## src/rtl/dc_fu_dma_pkg.sv

```systemverilog
// ============================================================================
// dc_fu_dma_pkg : shared constants, FSM state type and log2 helper
// Revision: 1.0
// ============================================================================
`default_nettype none

package dc_fu_dma_pkg;

    localparam logic [1:0]  AXI_BURST_INCR = 2'b01;
    localparam int unsigned AXI_4K_BYTES   = 4096;

    typedef enum logic [1:0] {
        IDLE  = 2'd0,
        CALC  = 2'd1,
        REQ   = 2'd2,
        DRAIN = 2'd3
    } state_t;

    function automatic int unsigned log2_int(input int unsigned value);
        int unsigned v;
        int unsigned r;
        v = value;
        r = 0;
        while (v > 1) begin
            v = v >> 1;
            r = r + 1;
        end
        return r;
    endfunction

endpackage

`default_nettype wire

```

## src/rtl/dc_fu_dma_burst_len_calc.sv

```systemverilog
// ============================================================================
// dc_fu_dma_burst_len_calc : min(remaining, MAX_BURST_LEN, beats_to_4k)
// Revision: 1.0
// ============================================================================
`default_nettype none

module dc_fu_dma_burst_len_calc #(
    parameter int FETCH_WORD_COUNT_WIDTH = 16,
    parameter int MAX_BURST_LEN          = 16
) (
    input  logic [FETCH_WORD_COUNT_WIDTH-1:0] remaining,
    input  logic [12:0]                       beats_to_4k,
    output logic [8:0]                        len
);

    // Compare at a common width so a narrow word count never truncates the 4 KB limit.
    localparam int CMP_W = (FETCH_WORD_COUNT_WIDTH > 13) ? FETCH_WORD_COUNT_WIDTH : 13;
    localparam logic [CMP_W-1:0] MAX_LEN = CMP_W'(MAX_BURST_LEN);

    logic [CMP_W-1:0] rem_w;
    logic [CMP_W-1:0] b4k_w;
    logic [CMP_W-1:0] cap_w;

    always_comb begin
        rem_w = CMP_W'(remaining);
        b4k_w = CMP_W'(beats_to_4k);
        cap_w = (b4k_w < MAX_LEN) ? b4k_w : MAX_LEN;
        len   = 9'((rem_w < cap_w) ? rem_w : cap_w);
    end

endmodule

`default_nettype wire

```

## src/rtl/dc_fu_dma_read_request_generator.sv

```systemverilog
// ============================================================================
// dc_fu_dma_read_request_generator : splits fetch commands into 4 KB-safe AXI INCR reads
// Revision: 1.0
// ============================================================================
`default_nettype none

module dc_fu_dma_read_request_generator
    import dc_fu_dma_pkg::*;
#(
    parameter int ADDR_WIDTH             = 32,
    parameter int DATA_BYTES             = 16,
    parameter int FETCH_WORD_COUNT_WIDTH = 16,
    parameter int MAX_BURST_LEN          = 16
) (
    input  logic                              clk,
    input  logic                              nrst,
    input  logic                              en,
    input  logic                              cmd_valid,
    output logic                              cmd_ready,
    input  logic [ADDR_WIDTH-1:0]             cmd_addr,
    input  logic [FETCH_WORD_COUNT_WIDTH-1:0] cmd_word_count,
    output logic                              start_fetch,
    output logic [FETCH_WORD_COUNT_WIDTH-1:0] fetch_word_count,
    input  logic                              fetch_in_progress,
    output logic                              axi_arvalid,
    input  logic                              axi_arready,
    output logic [ADDR_WIDTH-1:0]             axi_araddr,
    output logic [7:0]                        axi_arlen,
    output logic [2:0]                        axi_arsize,
    output logic [1:0]                        axi_arburst,
    output logic                              busy
);

    localparam int unsigned             SIZE_LOG2  = log2_int(DATA_BYTES);
    localparam logic [ADDR_WIDTH-1:0]   ALIGN_MASK = ~(ADDR_WIDTH'(DATA_BYTES - 1));

    state_t                              state;
    state_t                              state_next;
    logic [ADDR_WIDTH-1:0]               cur_addr;
    logic [ADDR_WIDTH-1:0]               cur_addr_next;
    logic [FETCH_WORD_COUNT_WIDTH-1:0]   remaining;
    logic [FETCH_WORD_COUNT_WIDTH-1:0]   remaining_next;
    logic [FETCH_WORD_COUNT_WIDTH-1:0]   fetch_word_count_next;
    logic                                start_fetch_next;
    logic                                arvalid_next;
    logic [ADDR_WIDTH-1:0]               araddr_next;
    logic [7:0]                          arlen_next;
    logic [12:0]                         beats_to_4k;
    logic [8:0]                          burst_len;
    logic [8:0]                          issued_beats;

    // cur_addr is always beat-aligned, so the division is an exact shift.
    assign beats_to_4k  = 13'((13'(AXI_4K_BYTES) - {1'b0, cur_addr[11:0]}) >> SIZE_LOG2);
    assign issued_beats = {1'b0, axi_arlen} + 9'd1;

    dc_fu_dma_burst_len_calc #(
        .FETCH_WORD_COUNT_WIDTH (FETCH_WORD_COUNT_WIDTH),
        .MAX_BURST_LEN          (MAX_BURST_LEN)
    ) u_burst_len_calc (
        .remaining   (remaining),
        .beats_to_4k (beats_to_4k),
        .len         (burst_len)
    );

    assign cmd_ready   = nrst && en && !fetch_in_progress && (state == IDLE);
    assign busy        = (state != IDLE);
    assign axi_arsize  = 3'(SIZE_LOG2);
    assign axi_arburst = AXI_BURST_INCR;

    always_comb begin
        state_next            = state;
        cur_addr_next         = cur_addr;
        remaining_next        = remaining;
        fetch_word_count_next = fetch_word_count;
        start_fetch_next      = 1'b0;
        arvalid_next          = axi_arvalid;
        araddr_next           = axi_araddr;
        arlen_next            = axi_arlen;

        case (state)
            IDLE: begin
                if (cmd_valid && cmd_ready) begin
                    cur_addr_next         = cmd_addr & ALIGN_MASK;
                    remaining_next        = cmd_word_count;
                    fetch_word_count_next = cmd_word_count;
                    if (cmd_word_count != '0) begin
                        start_fetch_next = 1'b1;
                        state_next       = CALC;
                    end
                end
            end
            CALC: begin
                if (en) begin
                    araddr_next  = cur_addr;
                    arlen_next   = 8'(burst_len - 9'd1);
                    arvalid_next = 1'b1;
                    state_next   = REQ;
                end
            end
            REQ: begin
                // A pending request completes even with en low; the transition then waits for en.
                if (axi_arvalid) begin
                    if (axi_arready) begin
                        arvalid_next   = 1'b0;
                        cur_addr_next  = cur_addr + (ADDR_WIDTH'(issued_beats) << SIZE_LOG2);
                        remaining_next = remaining - FETCH_WORD_COUNT_WIDTH'(issued_beats);
                        if (en) begin
                            state_next = (remaining_next == '0) ? DRAIN : CALC;
                        end
                    end
                end else if (en) begin
                    state_next = (remaining == '0) ? DRAIN : CALC;
                end
            end
            DRAIN: begin
                if (en && !fetch_in_progress) begin
                    state_next = IDLE;
                end
            end
            default: state_next = IDLE;
        endcase
    end

    always_ff @(posedge clk or negedge nrst) begin
        if (!nrst) begin
            state            <= IDLE;
            cur_addr         <= '0;
            remaining        <= '0;
            fetch_word_count <= '0;
            start_fetch      <= 1'b0;
            axi_arvalid      <= 1'b0;
            axi_araddr       <= '0;
            axi_arlen        <= '0;
        end else begin
            state            <= state_next;
            cur_addr         <= cur_addr_next;
            remaining        <= remaining_next;
            fetch_word_count <= fetch_word_count_next;
            start_fetch      <= start_fetch_next;
            axi_arvalid      <= arvalid_next;
            axi_araddr       <= araddr_next;
            axi_arlen        <= arlen_next;
        end
    end

endmodule

`default_nettype wire

```

## config.mk

```make
export PLATFORM = sky130hd
export DESIGN_NAME = dc_fu_dma_read_request_generator
export DESIGN_NICKNAME = d
export VERILOG_FILES = /design/src/rtl/dc_fu_dma_pkg.sv /design/src/rtl/dc_fu_dma_burst_len_calc.sv /design/src/rtl/dc_fu_dma_read_request_generator.sv
export SDC_FILE = /design/constraint.sdc
export NUM_CORES = 1
export LEC_CHECK = 0
export CORE_UTILIZATION = 40
export DETAILED_ROUTE_END_ITERATION = 8
export GPL_ROUTABILITY_DRIVEN = 0
export GPL_TIMING_DRIVEN = 0
export PLACE_DENSITY = 0.75
export SLEW_MARGIN = 5
export SYNTH_ARGS = -nofsm -noshare
export SYNTH_HDL_FRONTEND = slang
export SYNTH_HIERARCHICAL = 1
export SYNTH_SLANG_ARGS = --single-unit
```

## constraint.sdc

```tcl
create_clock -name clk -period 9 [get_ports clk]
set_clock_uncertainty 0.05 [all_clocks]
set_input_delay 0.9 -clock clk [delete_from_list [all_inputs] [get_ports clk]]
set_output_delay 0.9 -clock clk [all_outputs]
set_load 0.02 [all_outputs]
```

# Yosys cells after proc, flatten, opt, wreduce, memory -nomap -nowiden
# Cells that the tools add are included.
# word_totals
ram_bits	0
latch_bits	0
inputBits	54
romBits	0
mem_count	0
register_bits	108
output_inout_bits	65
word_cells	73
# classes
n_eq_ne	12
shifts	0
add_sub_neg	5
n_mux	28
n_bitwise	0
div	0
magnitude_cmp	2
n_mul	0
n_reduce_logical	18
# op_table
cell	count
2-to-1 mux 32 bit	3
case mux 32 bit (2 select lines)	1
2-to-1 mux 16 bit	3
adder 32 x 13 -> 32 bit	1
logical NOT 16 bit	2
case mux 16 bit (2 select lines)	1
2-to-1 mux 2 bit	10
less-than comparator 16 x 9 -> 1 bit	1
nonzero test 16 bit	1
subtractor 16 x 9 -> 16 bit	1
subtractor 13 x 12 -> 13 bit, first input constant	1
adder 8 x 1 -> 9 bit, second input constant	1
less-than comparator 9 x 5 -> 1 bit, second input constant	1
2-to-1 mux 9 bit	1
!= test 3 bit, second input constant	3
2-to-1 mux 8 bit	1
!= test 2 bit, second input constant	4
case mux 2 bit (4 select lines)	1
subtractor 8 x 1 -> 8 bit, second input constant	1
AND reduction 7 bit	1
2-to-1 mux 1 bit	6
AND reduction 2 bit	3
nonzero test 2 bit	3
logical AND 1 bit	5
7 further kinds	9

# Depth between registers and ports, before layout
# Gate-level depths: netlist of run 1.
# logic_depth
depth_word	8
mapped_depth	20
depth_no_buf	20

# By module
# The synthesis of run 1 kept the hierarchy.
# modules_own_cells
mod	cells_each	seq_area_each_um2	instances	area_per_inst_um2
dc_fu_dma_read_request_generator	685	2502.4	1	6069.6
dc_fu_dma_burst_len_calc	58	0.0	1	427.9

# Worst setup path before layout of run 1
# No wires, ideal clock.
# synth_timing
path_type	register to register
startpoint	reg cur_addr[5]
endpoint	reg axi_arlen[7]
path_slack_ns	4.454
path_buffers	0
synth_period_minus_slack_ns	4.546
t_arrival_ns	4.361
stages_incl_launch_ff	21
required_ns	8.815
setup_ns	0.135
path_cell_list	dfrtp_1 -> inv_1 -> ha_1 -> nor3b_1 -> nand2_1 -> xor2_1 -> or4_1 -> or3_2 -> inv_1 -> nand2_1 -> ha_1 -> a21oi_1 -> a21oi_1 -> a211o_1 -> a21boi_4 -> mux2_4 -> nor3_1 -> nand3_1 -> nor3_1 -> xnor2_1 -> o21ai_0
# synth_between
elab_chain_len	6
# synth_rtl
element	line	text
start, declared	dc_fu_dma_read_request_generator.sv:39	logic [ADDR_WIDTH-1:0] cur_addr;
start signal, assigned	dc_fu_dma_read_request_generator.sv:136	cur_addr <= cur_addr_next;
subtractor 13 x 12 -> 13 bit (*)	dc_fu_dma_read_request_generator.sv:53	assign beats_to_4k = 13'((13'(AXI_4K_BYTES) - {1'b0, cur_addr[11:0]}) >> SIZE_LOG2);
named net beats_to_4k[6]	dc_fu_dma_read_request_generator.sv:48	logic [12:0] beats_to_4k;
less-than comparator 9 x 5 -> 1 bit	dc_fu_dma_burst_len_calc.sv:27	cap_w = (b4k_w < MAX_LEN) ? b4k_w : MAX_LEN;
2-to-1 mux 9 bit (*)	dc_fu_dma_burst_len_calc.sv:27	
less-than comparator 16 x 9 -> 1 bit	dc_fu_dma_burst_len_calc.sv:28	len = 9'((rem_w < cap_w) ? rem_w : cap_w);
2-to-1 mux 8 bit (*)	dc_fu_dma_burst_len_calc.sv:28	
named net burst_len[4]	dc_fu_dma_read_request_generator.sv:49	logic [8:0] burst_len;
subtractor 8 x 1 -> 8 bit (*)	dc_fu_dma_read_request_generator.sv:95	arlen_next = 8'(burst_len - 9'd1);
end signal, assigned	dc_fu_dma_read_request_generator.sv:142	axi_arlen <= arlen_next;
end, declared	dc_fu_dma_read_request_generator.sv:28	output logic [7:0] axi_arlen,
# The timed path passes the listed nets; every way through them passes the cells marked *.
# A chain may end at the register's enable or synchronous reset.

# Worst setup path in the final report of run 1
# layout_timing
startpoint	reg cur_addr[6]
endpoint	reg axi_arlen[7]
# Same word-level chain as after synthesis.

==> metrics.txt, run 1 <==
Setup crit start=cur_addr[6]$_DFFE_PN0P_; gr ovfl total=0; commonest non-fill, non-tap cell in the layout=nand2_1; CP required=9.16 ns; final setup vio count=0; DR vias/cell=5.703; CTS root buf=clkbuf_16; DRT Wirelength=19.50 mm; Clock Pin Slew Worst Setup and Hold Paths=0.06 ns; CTS tree=done; Max Freq=0.1975 GHz; synthesized netlist cell count=742; DRT Pass-1 Iters=6; CTS Sinks=100; Synth Cell Area=6490 sq um; Starting Density=40.86%; # Max-Cap Violations=0; commonest cells after routing, fill and taps aside=nand2_1 (125), clkdlybuf4s50_1 (104), dfrtp_1 (100); I/O pins=119; power per cell area=359.3 nW/um^2; Num CTS Buffers=9; warnings from Yosys=6; row count=46; CP bufs+invs=1; CTS H-tree depth=3; WL/cell=17.79 um; Post-Route Setup TNS=0 ns; GRT Total Usage=24.51%; first-pass GRT wire length=31.20 mm; # hold bufs at CTS=0; min-delay src=axi_araddr[21]$_DFFE_PN0P_; CP top delay family=simple AND/OR/NAND/NOR gates; Post-CTS Repair Setup Buffers=0; post-cts sizing count=0; clk buf depth=2; area grow syn2layout=25.64%; Core Region=15,890 sq um; critical path's slowest cell=nor4_1; initial antenna violation count=0; hold crit path type=register to register; worst slew pin tran=0.9051 ns; status=finished, final reports clean; final hold violation count=0; Worst slew margin=39.66%; DIE AREA=16,740 sq um; RSZ-0062 raised after global routing=false; CP Launch Type=register; Port Buf Inserts=105; CP cell instances=nor4_1 -> nand3b_1 -> xor2_1 -> or4_1 -> or3_2 -> inv_1 -> nand2_1 -> ha_1 -> a21oi_1 -> a21oi_1 -> a211o_1 -> a21boi_4 -> mux2_4 -> nor3_1 -> nand3_1 -> nor3_1 -> xnor2_1 -> o21ai_0; Arrival @ worst endpoint=5.23 ns; Slew Limit Fails=0; period utilization=56.27%; Max VDD drop=152.0 uV; drt drc=0; fin util=51.33%; n_diodes=0; final net count=967; Worst-Skew Late Latency=0.36 ns; height of the chip=129.4 um; Iteration-0 DRC Markers=646; post-route ant nets=0; R2R Path Start=cur_addr[6]$_DFFE_PN0P_; die width=129.4 um; Tmin final=5.064 ns; Lkg Pwr=3.483 nW; largest net degree at the start of global routing=63; syn avg cell area=8.747 sq um; fraction of final layout cells sized beyond drive strength 1=8.636%; slowest stage delay, CP=0.55 ns; CP max FO=8; Crit Path Class=register to register; Worst Setup End Kind=register; Final HPWL DP=14.48 mm; Vias=6,250; vias in the first global route=5,893
==> state kept, by name, indices dropped and copies added, names as in the netlist <==
| register | count |
|---|---|
| axi_araddr | 28 |
| axi_arlen | 8 |
| axi_arvalid | 1 |
| cur_addr | 28 |
| fetch_word_count | 16 |
| remaining | 16 |
| start_fetch | 1 |
| state | 2 |
==> worst reg2reg max path: stages, from the launching register on <==
cell and delay, ns:
dfrtp_1 0.47, nor4_1 0.55, nand3b_1 0.18, xor2_1 0.17
or4_1 0.49, or3_2 0.51, inv_1 0.15, nand2_1 0.10
ha_1 0.32, a21oi_1 0.16, a21oi_1 0.08, a211o_1 0.31
a21boi_4 0.27, mux2_4 0.34, nor3_1 0.19, nand3_1 0.15
nor3_1 0.21, xnor2_1 0.14, o21ai_0 0.08
==> per-layer routing <==
metal | global-route usage [%] | routed length, um | vias to the layer above
li1 | - | - | 2932
met1 | 35.01 | 8820 | 2959
met2 | 36.27 | 8380 | 319
met3 | 4.335 | 1796 | 40
met4 | 10.59 | 500 | 0
met5 | 0 | 0 | -
==> worst paths after layout <==
check	cells past startpoint	slack, ns	end
setup reg to reg	18	3.94	axi_arlen[7]$_DFFE_PN0P_
setup / recovery	18	3.94	axi_arlen[7]$_DFFE_PN0P_
hold reg to reg	2	0.43	axi_araddr[21]$_DFFE_PN0P_
min in group asynchronous	1	0.48	axi_araddr[21]$_DFFE_PN0P_
hold / removal	2	0.43	axi_araddr[21]$_DFFE_PN0P_
max in group asynchronous	2	7.72	remaining[8]$_DFFE_PN0P_
==> where the power goes <==
group / total, mW / internal (mW) / switching (mW)
Combinational: 1.69 / 0.732 / 0.963
Clock: 0.352 / 0.185 / 0.167
Sequential: 0.883 / 0.657 / 0.226
==> final cells by class <==
cell class / instances / area (sq um)
repair buffers: 106 / 1076
well taps: 216 / 270.3
multi-input cells: 588 / 3737
flip-flops and latches: 100 / 2502
fillers: 1519 / 7731
plain buffers: 42 / 205.2
clock inverters: 2 / 13.76
clock buffers: 12 / 236.5
inverters: 30 / 112.6
==> stage by stage <==
step                setup slack (ns)  power, mW  hold WS, ns  cell area, sq um  std cells
finish                         3.936      2.930       0.4284              8154       1096
global route                   3.563      3.162       0.4501              8154       1096
CTS                            3.951      2.912       0.4367              8154       1096
detailed placement             4.004      2.547       0.4136              7904       1082
global placement               1.888      2.511       0.4110              7879       1081
floorplan                      4.463      1.971       0.4333              6558        760
(Power assumes the default switching activity.)
==> inputs of run 2 (changes only) <==
--- a/config.mk
+++ b/config.mk
@@ -9,7 +9,7 @@
 export DETAILED_ROUTE_END_ITERATION = 8
 export GPL_ROUTABILITY_DRIVEN = 0
 export GPL_TIMING_DRIVEN = 0
-export PLACE_DENSITY = 0.75
+export PLACE_DENSITY = 0.77
 export SLEW_MARGIN = 5
 export SYNTH_ARGS = -nofsm -noshare
 export SYNTH_HDL_FRONTEND = slang
==> constraint.sdc (replaced) <==
create_clock -name clk -period 4.4 [get_ports clk]
set_clock_uncertainty 0.05 [all_clocks]
set_input_delay 0.44 -clock clk [delete_from_list [all_inputs] [get_ports clk]]
set_output_delay 0.44 -clock clk [all_outputs]
set_load 0.02 [all_outputs]
==> run 2 against run 1 <==
The flow now finishes with violations (setup timing). Combinational power rose by 120%. Sequential share of layout area shrank 1.1 points. Via count is 4.4% higher. Non-clock buffer count increased by 15. Setup slack got worse by 4.0 ns. Final area increased by 4.0%. Largest power group unchanged.
==> metrics.txt, run 2 (same netlist as run 1, synthesis figures left out) <==
post-route ant nets=0 (unchanged); Worst Setup End Kind=register; power per cell area=742.6 nW/um^2 (+110%); final hold violation count=0 (unchanged); DR vias/cell=5.864 (+2.8%); Worst Reg-to-Reg Cells=19 (+1); Port Buf Inserts=105 (unchanged); gr ovfl total=0 (unchanged); GRT Total Usage=25.67% (+1.2 points); row count=46 (unchanged); met2 wire len=9.383 mm (+12%); first-pass GRT wire length=32.61 mm (+4.5%); largest net degree at the start of global routing=54 (-14%); # hold bufs at CTS=0 (unchanged); n_diodes=0 (unchanged); CTS Sinks=100 (unchanged); vias in the first global route=6,158 (+4.5%); CP Launch Type=register; Max Freq=0.2248 GHz (+14%); Tmin final=4.448 ns (-0.6165 ns); critical path depth=19 (+1); height of the chip=129.4 um (unchanged); CP required=4.58 ns (-4.58 ns); CTS H-tree depth=3 (unchanged); # fillers=1,474 (-3.0%); final net count=982 (+1.6%); failing checks=setup timing; area grow syn2layout=30.62%; Worst-Skew Late Latency=0.37 ns (about the same); initial antenna violation count=0 (unchanged); pre-CTS worst setup slack=-0.4863 ns (-4.490 ns); DRT Wirelength=20.93 mm (+7.3%); fin util=53.36% (+2.0 points); CTS root buf=clkbuf_16; Final Instance Area=8477 sq um (+4.0%); Slew Limit Fails=0 (unchanged); WL/cell=18.80 um (+5.7%); I/O pins=119 (unchanged); CTS tree=done; Lkg Pwr=3.599 nW (+3.3%); Crit Path Class=register to register; Final HPWL DP=14.79 mm (+2.2%); Worst slew margin=38.86% (-0.80 points); worst slew pin tran=0.9171 ns (+0.01195 ns); DIE AREA=16,740 sq um (unchanged); die width=129.4 um (unchanged); met3 wire length=2.179 mm (+21%); Vias=6,527 (+4.4%); hold crit path type=input pin to async pin; R2R Path Start=cur_addr[4]$_DFFE_PN0P_; critical path's slowest cell=or4_1; Clock Pin Slew Worst Setup and Hold Paths=0.08 ns (+0.02 ns); RSZ-0062 raised after global routing=true; CP cell instances=buf_6 -> nor4_4 -> nand3b_1 -> xor2_1 -> or4_1 -> or3_4 -> inv_4 -> nand2_1 -> ha_1 -> nand3_1 -> nor2_1 -> a211o_1 -> a21boi_4 -> mux2_4 -> nor3_4 -> nand3_2 -> nor3_2 -> xnor2_1 -> o21ai_1; reg2reg end=axi_arlen[7]$_DFFE_PN0P_; reg-to-reg slack, setup=-0.05 ns (-3.98 ns); largest registers=axi_araddr x28, cur_addr x28; Final WS setup=-0.04792 ns (-3.984 ns); Max VDD drop=317.1 uV (+110%); CP max FO=5 (-3); DRT Pass-1 Iters=5 (-1); CP top delay family=simple AND/OR/NAND/NOR gates; period utilization=101.1% (+45 points); status=complete, but fails checks; Iteration-0 DRC Markers=649 (+0.46%); top sig layer=met4; slowest stage delay, CP=0.55 ns (about the same); final setup vio count=2 (+2); CP bufs+invs=2 (+1); commonest cells after routing, fill and taps aside=nand2_1 (122), clkdlybuf4s50_1 (104), dfrtp_1 (96); commonest non-fill, non-tap cell in the layout=nand2_1; fraction of final layout cells sized beyond drive strength 1=13.38% (+4.7 points); Starting Density=40.86% (unchanged); dpl cell area=7920 sq um (+0.21%); # Max-Cap Violations=0 (unchanged); Num CTS Buffers=9 (unchanged); Arrival @ worst endpoint=4.62 ns (-0.61 ns); Met1 Wirelength=8.736 mm (-0.95%); Core Region=15,890 sq um (unchanged); drt drc=0 (unchanged); clk buf depth=2 (unchanged)
[run 2: cell count changes in the layout (fill, tap and decap cells not counted), sizes merged]
cell,before,now
buf,21,36
bufinv,0,1
clkbuf,35,32
clkinv,3,4
clkinvlp,0,1
inv,29,31
[run 2: stage by stage]
step                      instances  hold slack [ns]  total power, mW    TNS, ns
after floorplan                 760          0.09441            4.039          0
after global placement         1081           0.4129            5.135    -219.82
after detailed placement       1082           0.4156            5.234     -1.710
after CTS                      1101          0.08010            6.161  -0.002259
after global routing           1113           0.1236            6.721    -0.9093
final                          1113          0.06655            6.295   -0.07541
[run 2: final cells by class]
| cell class | count | area, sq um | share of cell area (%) |
|---|---|---|---|
| plain buffers | 42 | 205.2 | 2.421 |
| repair buffers | 121 | 1192 | 14.07 |
| flip-flops and latches | 100 | 2507 | 29.58 |
| well taps | 216 | 270.3 | 3.188 |
| inverters | 30 | 115.1 | 1.358 |
| clock inverters | 7 | 83.83 | 0.9889 |
| clock buffers | 9 | 225.2 | 2.657 |
| multi-input cells | 588 | 3877 | 45.74 |
[run 2: repair_timing]
action,4_1_cts,5_1_grt
pin swaps,3,13
setup buffers,3,12
endpoints found under the setup margin,7,6
gates resized for setup,14,17
cloned,0,0
[run 2: routing by layer]
layer / global-route usage, % / up-vias
li1: - / 2965
met1: 34.32 / 3100
met2: 39.15 / 413
met3: 7.267 / 49
met4: 10.31 / 0
met5: 0 / -
[run 2: power breakdown]
group | total [mW] | switching [mW] | internal (mW)
registers | 1.82 | 0.472 | 1.35
logic | 3.64 | 2.06 | 1.57
clock network | 0.839 | 0.389 | 0.450
total | 6.29 | 2.93 | 3.37
[run 2: worst max path at each step]
| stage | to | from |
|---|---|---|
| 2_1_floorplan | axi_arlen[7]$_DFFE_PN0P_ | cur_addr[5]$_DFFE_PN0P_ |
| 3_3_place_gp | remaining[5]$_DFFE_PN0P_ | nrst |
| 3_5_place_dp | axi_arlen[7]$_DFFE_PN0P_ | cur_addr[5]$_DFFE_PN0P_ |
| 4_1_cts | axi_arlen[7]$_DFFE_PN0P_ | cur_addr[4]$_DFFE_PN0P_ |
| 5_1_grt | axi_arlen[7]$_DFFE_PN0P_ | cur_addr[4]$_DFFE_PN0P_ |
| 6_report | axi_arlen[7]$_DFFE_PN0P_ | cur_addr[4]$_DFFE_PN0P_ |
==> inputs of run 3 (changes only) <==
--- a/config.mk
+++ b/config.mk
@@ -5,11 +5,13 @@
 export SDC_FILE = /design/constraint.sdc
 export NUM_CORES = 1
 export LEC_CHECK = 0
+export CAP_MARGIN = 20
 export CORE_UTILIZATION = 40
+export CTS_CLUSTER_DIAMETER = 40
 export DETAILED_ROUTE_END_ITERATION = 8
 export GPL_ROUTABILITY_DRIVEN = 0
 export GPL_TIMING_DRIVEN = 0
-export PLACE_DENSITY = 0.77
+export PLACE_DENSITY = 0.62
 export SLEW_MARGIN = 5
 export SYNTH_ARGS = -nofsm -noshare
 export SYNTH_HDL_FRONTEND = slang
==> run 3 against run 2 <==
The run now ends clean. Worst hold slack improved by 0.036 ns. Critical path depth increased by 1. Power is 1.5% lower. Sequential share of layout area increased by 0.34 points. Core utilization down 0.61 points. Maximum frequency increased by 4.0%. Critical path type unchanged.
==> metrics.txt, run 3 (same netlist as run 1, synthesis figures left out) <==
status=finished, final reports clean; Crit Path Class=register to register; post-route ant nets=0 (unchanged); DRT Wirelength=20.80 mm (-0.58%); WL/cell=18.76 um (-0.22%); largest registers=axi_araddr x28, cur_addr x28; DR vias/cell=5.706 (-2.7%); reg2reg end=axi_arlen[6]$_DFFE_PN0P_; clk buf depth=2 (unchanged); commonest non-fill, non-tap cell in the layout=nand2_1; R2R Path Start=cur_addr[5]$_DFFE_PN0P_; CTS tree=done; # hold bufs at CTS=0 (unchanged); Vias=6,328 (-3.0%); I/O pins=119 (unchanged); Arrival @ worst endpoint=4.45 ns (-0.17 ns); gr ovfl total=0 (unchanged); CTS H-tree depth=3 (unchanged); DIE AREA=16,740 sq um (unchanged); Tmin final=4.278 ns (-0.1704 ns); GRT Total Usage=26.60% (+0.93 points); Worst Hold Slack=0.1028 ns (+0.03626 ns); CP max FO=5 (unchanged); Max VDD drop=278.9 uV (-12%); final net count=978 (-0.41%); period utilization=97.22% (-3.9 points); n_diodes=0 (unchanged); DRT Pass-1 Iters=6 (+1); RSZ-0062 raised after global routing=true; largest net degree at the start of global routing=56 (+3.7%); Core Region=15,890 sq um (unchanged); CP required=4.57 ns (about the same); Max Freq=0.2338 GHz (+4.0%); initial antenna violation count=0 (unchanged); final setup vio count=0 (-2); CP Launch Type=register; Starting Density=40.86% (unchanged); Lkg Pwr=3.559 nW (-1.1%); Worst Setup End Kind=register; # Max-Cap Violations=0 (unchanged); worst slew pin tran=0.9733 ns (+0.05627 ns); Iteration-0 DRC Markers=547 (-16%); CTS Sinks=100 (unchanged); row count=46 (unchanged); final hold violation count=0 (unchanged); CTS root buf=clkbuf_16; first-pass GRT wire length=33.78 mm (+3.6%); Slew Limit Fails=0 (unchanged); Worst slew margin=35.11% (-3.8 points); fraction of final layout cells sized beyond drive strength 1=12.65% (-0.72 points); Port Buf Inserts=105 (unchanged); Worst-Skew Late Latency=0.36 ns (about the same); Num CTS Buffers=9 (unchanged); drt drc=0 (unchanged); hold crit path type=input pin to async pin; die width=129.4 um (unchanged); vias in the first global route=6,344 (+3.0%); reg-to-reg slack, setup=0.12 ns (+0.17 ns); area grow syn2layout=29.13%; Clock Pin Slew Worst Setup and Hold Paths=0.07 ns (about the same); height of the chip=129.4 um (unchanged); # fillers=1,483 (+0.61%); power per cell area=739.6 nW/um^2 (-0.40%); Worst Reg-to-Reg Cells=20 (+1); commonest cells after routing, fill and taps aside=nand2_1 (122), clkdlybuf4s50_1 (104), dfrtp_1 (96); Post-Route Setup TNS=0 ns (+0.07541 ns); Final HPWL DP=15.48 mm (+4.7%)
==> run 3: cell count changes in the layout (fill, tap and decap cells not counted), sizes merged <==
cell,before,now
clkbuf,32,34
buf,36,32
inv,31,30
bufinv,1,0
==> run 3: per-stage QoR <==
step	area, sq um	setup slack (ns)	util (%)	power, mW	std cells
2_1_floorplan	6574	0.01571	-	4.039	760
3_3_place_gp	7895	-2.332	49.70	5.161	1081
3_5_place_dp	7920	-0.4950	49.86	5.276	1082
4_1_cts	8317	0.004562	52.36	6.148	1107
5_1_grt	8381	-0.03276	52.76	6.666	1109
6_report	8381	0.1225	52.76	6.198	1109
==> run 3: how the worst max path moves through the flow <==
| stage | startpoint | endpoint | depth (start not counted) |
|---|---|---|---|
| after global placement | nrst | remaining[5]$_DFFE_PN0P_ | 6 |
| after global routing | cur_addr[5]$_DFFE_PN0P_ | axi_arlen[7]$_DFFE_PN0P_ | 19 |
| after floorplan | cur_addr[5]$_DFFE_PN0P_ | axi_arlen[7]$_DFFE_PN0P_ | 20 |
| after detailed placement | cur_addr[5]$_DFFE_PN0P_ | axi_arlen[7]$_DFFE_PN0P_ | 20 |
| after CTS | cur_addr[4]$_DFFE_PN0P_ | axi_arlen[7]$_DFFE_PN0P_ | 20 |
| final | cur_addr[5]$_DFFE_PN0P_ | axi_arlen[6]$_DFFE_PN0P_ | 20 |
==> run 3: layout make-up <==
class,instances,area (sq um),area share (%)
repair buffers,117,1159,13.83
plain buffers,42,205.2,2.448
inverters,30,115.1,1.374
multi-input cells,588,3846,45.89
well taps,216,270.3,3.225
clock buffers,11,242.7,2.896
clock inverters,5,35.03,0.4180
flip-flops and latches,100,2507,29.92
==> run 3: power by group <==
group	total (mW)	internal, mW	switching [mW]
registers	1.81	1.35	0.460
logic	3.62	1.55	2.06
clock network	0.773	0.401	0.372
total	6.20	3.30	2.90
==> run 3: routing by layer <==
metal / vias up / global-route usage [%] / routed length, um
li1: 2954 / - / -
met1: 3019 / 36.39 / 9228
met2: 307 / 40.86 / 9296
met3: 48 / 5.078 / 1647
met4: 0 / 11.90 / 631
met5: - / 0 / 0
==> run 3: what timing repair did <==
item	CTS	global route
pin swaps	7	7
setup buffers	9	2
resized for setup	13	12
gates cloned	0	0
endpoints found under the setup margin	7	7
==> run 3: worst max-delay path: stages (launching register included) <==
cell      delay, ns
dfrtp_2        0.41
buf_4          0.15
nor4_4         0.30
nand3b_1       0.12
xor2_1         0.16
or4_4          0.50
or3_4          0.38
inv_4          0.09
nand2_1        0.12
ha_4           0.30
nand3_1        0.07
a21oi_1        0.16
a211o_1        0.16
a21boi_4       0.09
buf_4          0.17
o22ai_1        0.22
inv_1          0.11
ha_1           0.23
nand3b_1       0.12
xor2_1         0.15
o21ai_0        0.09
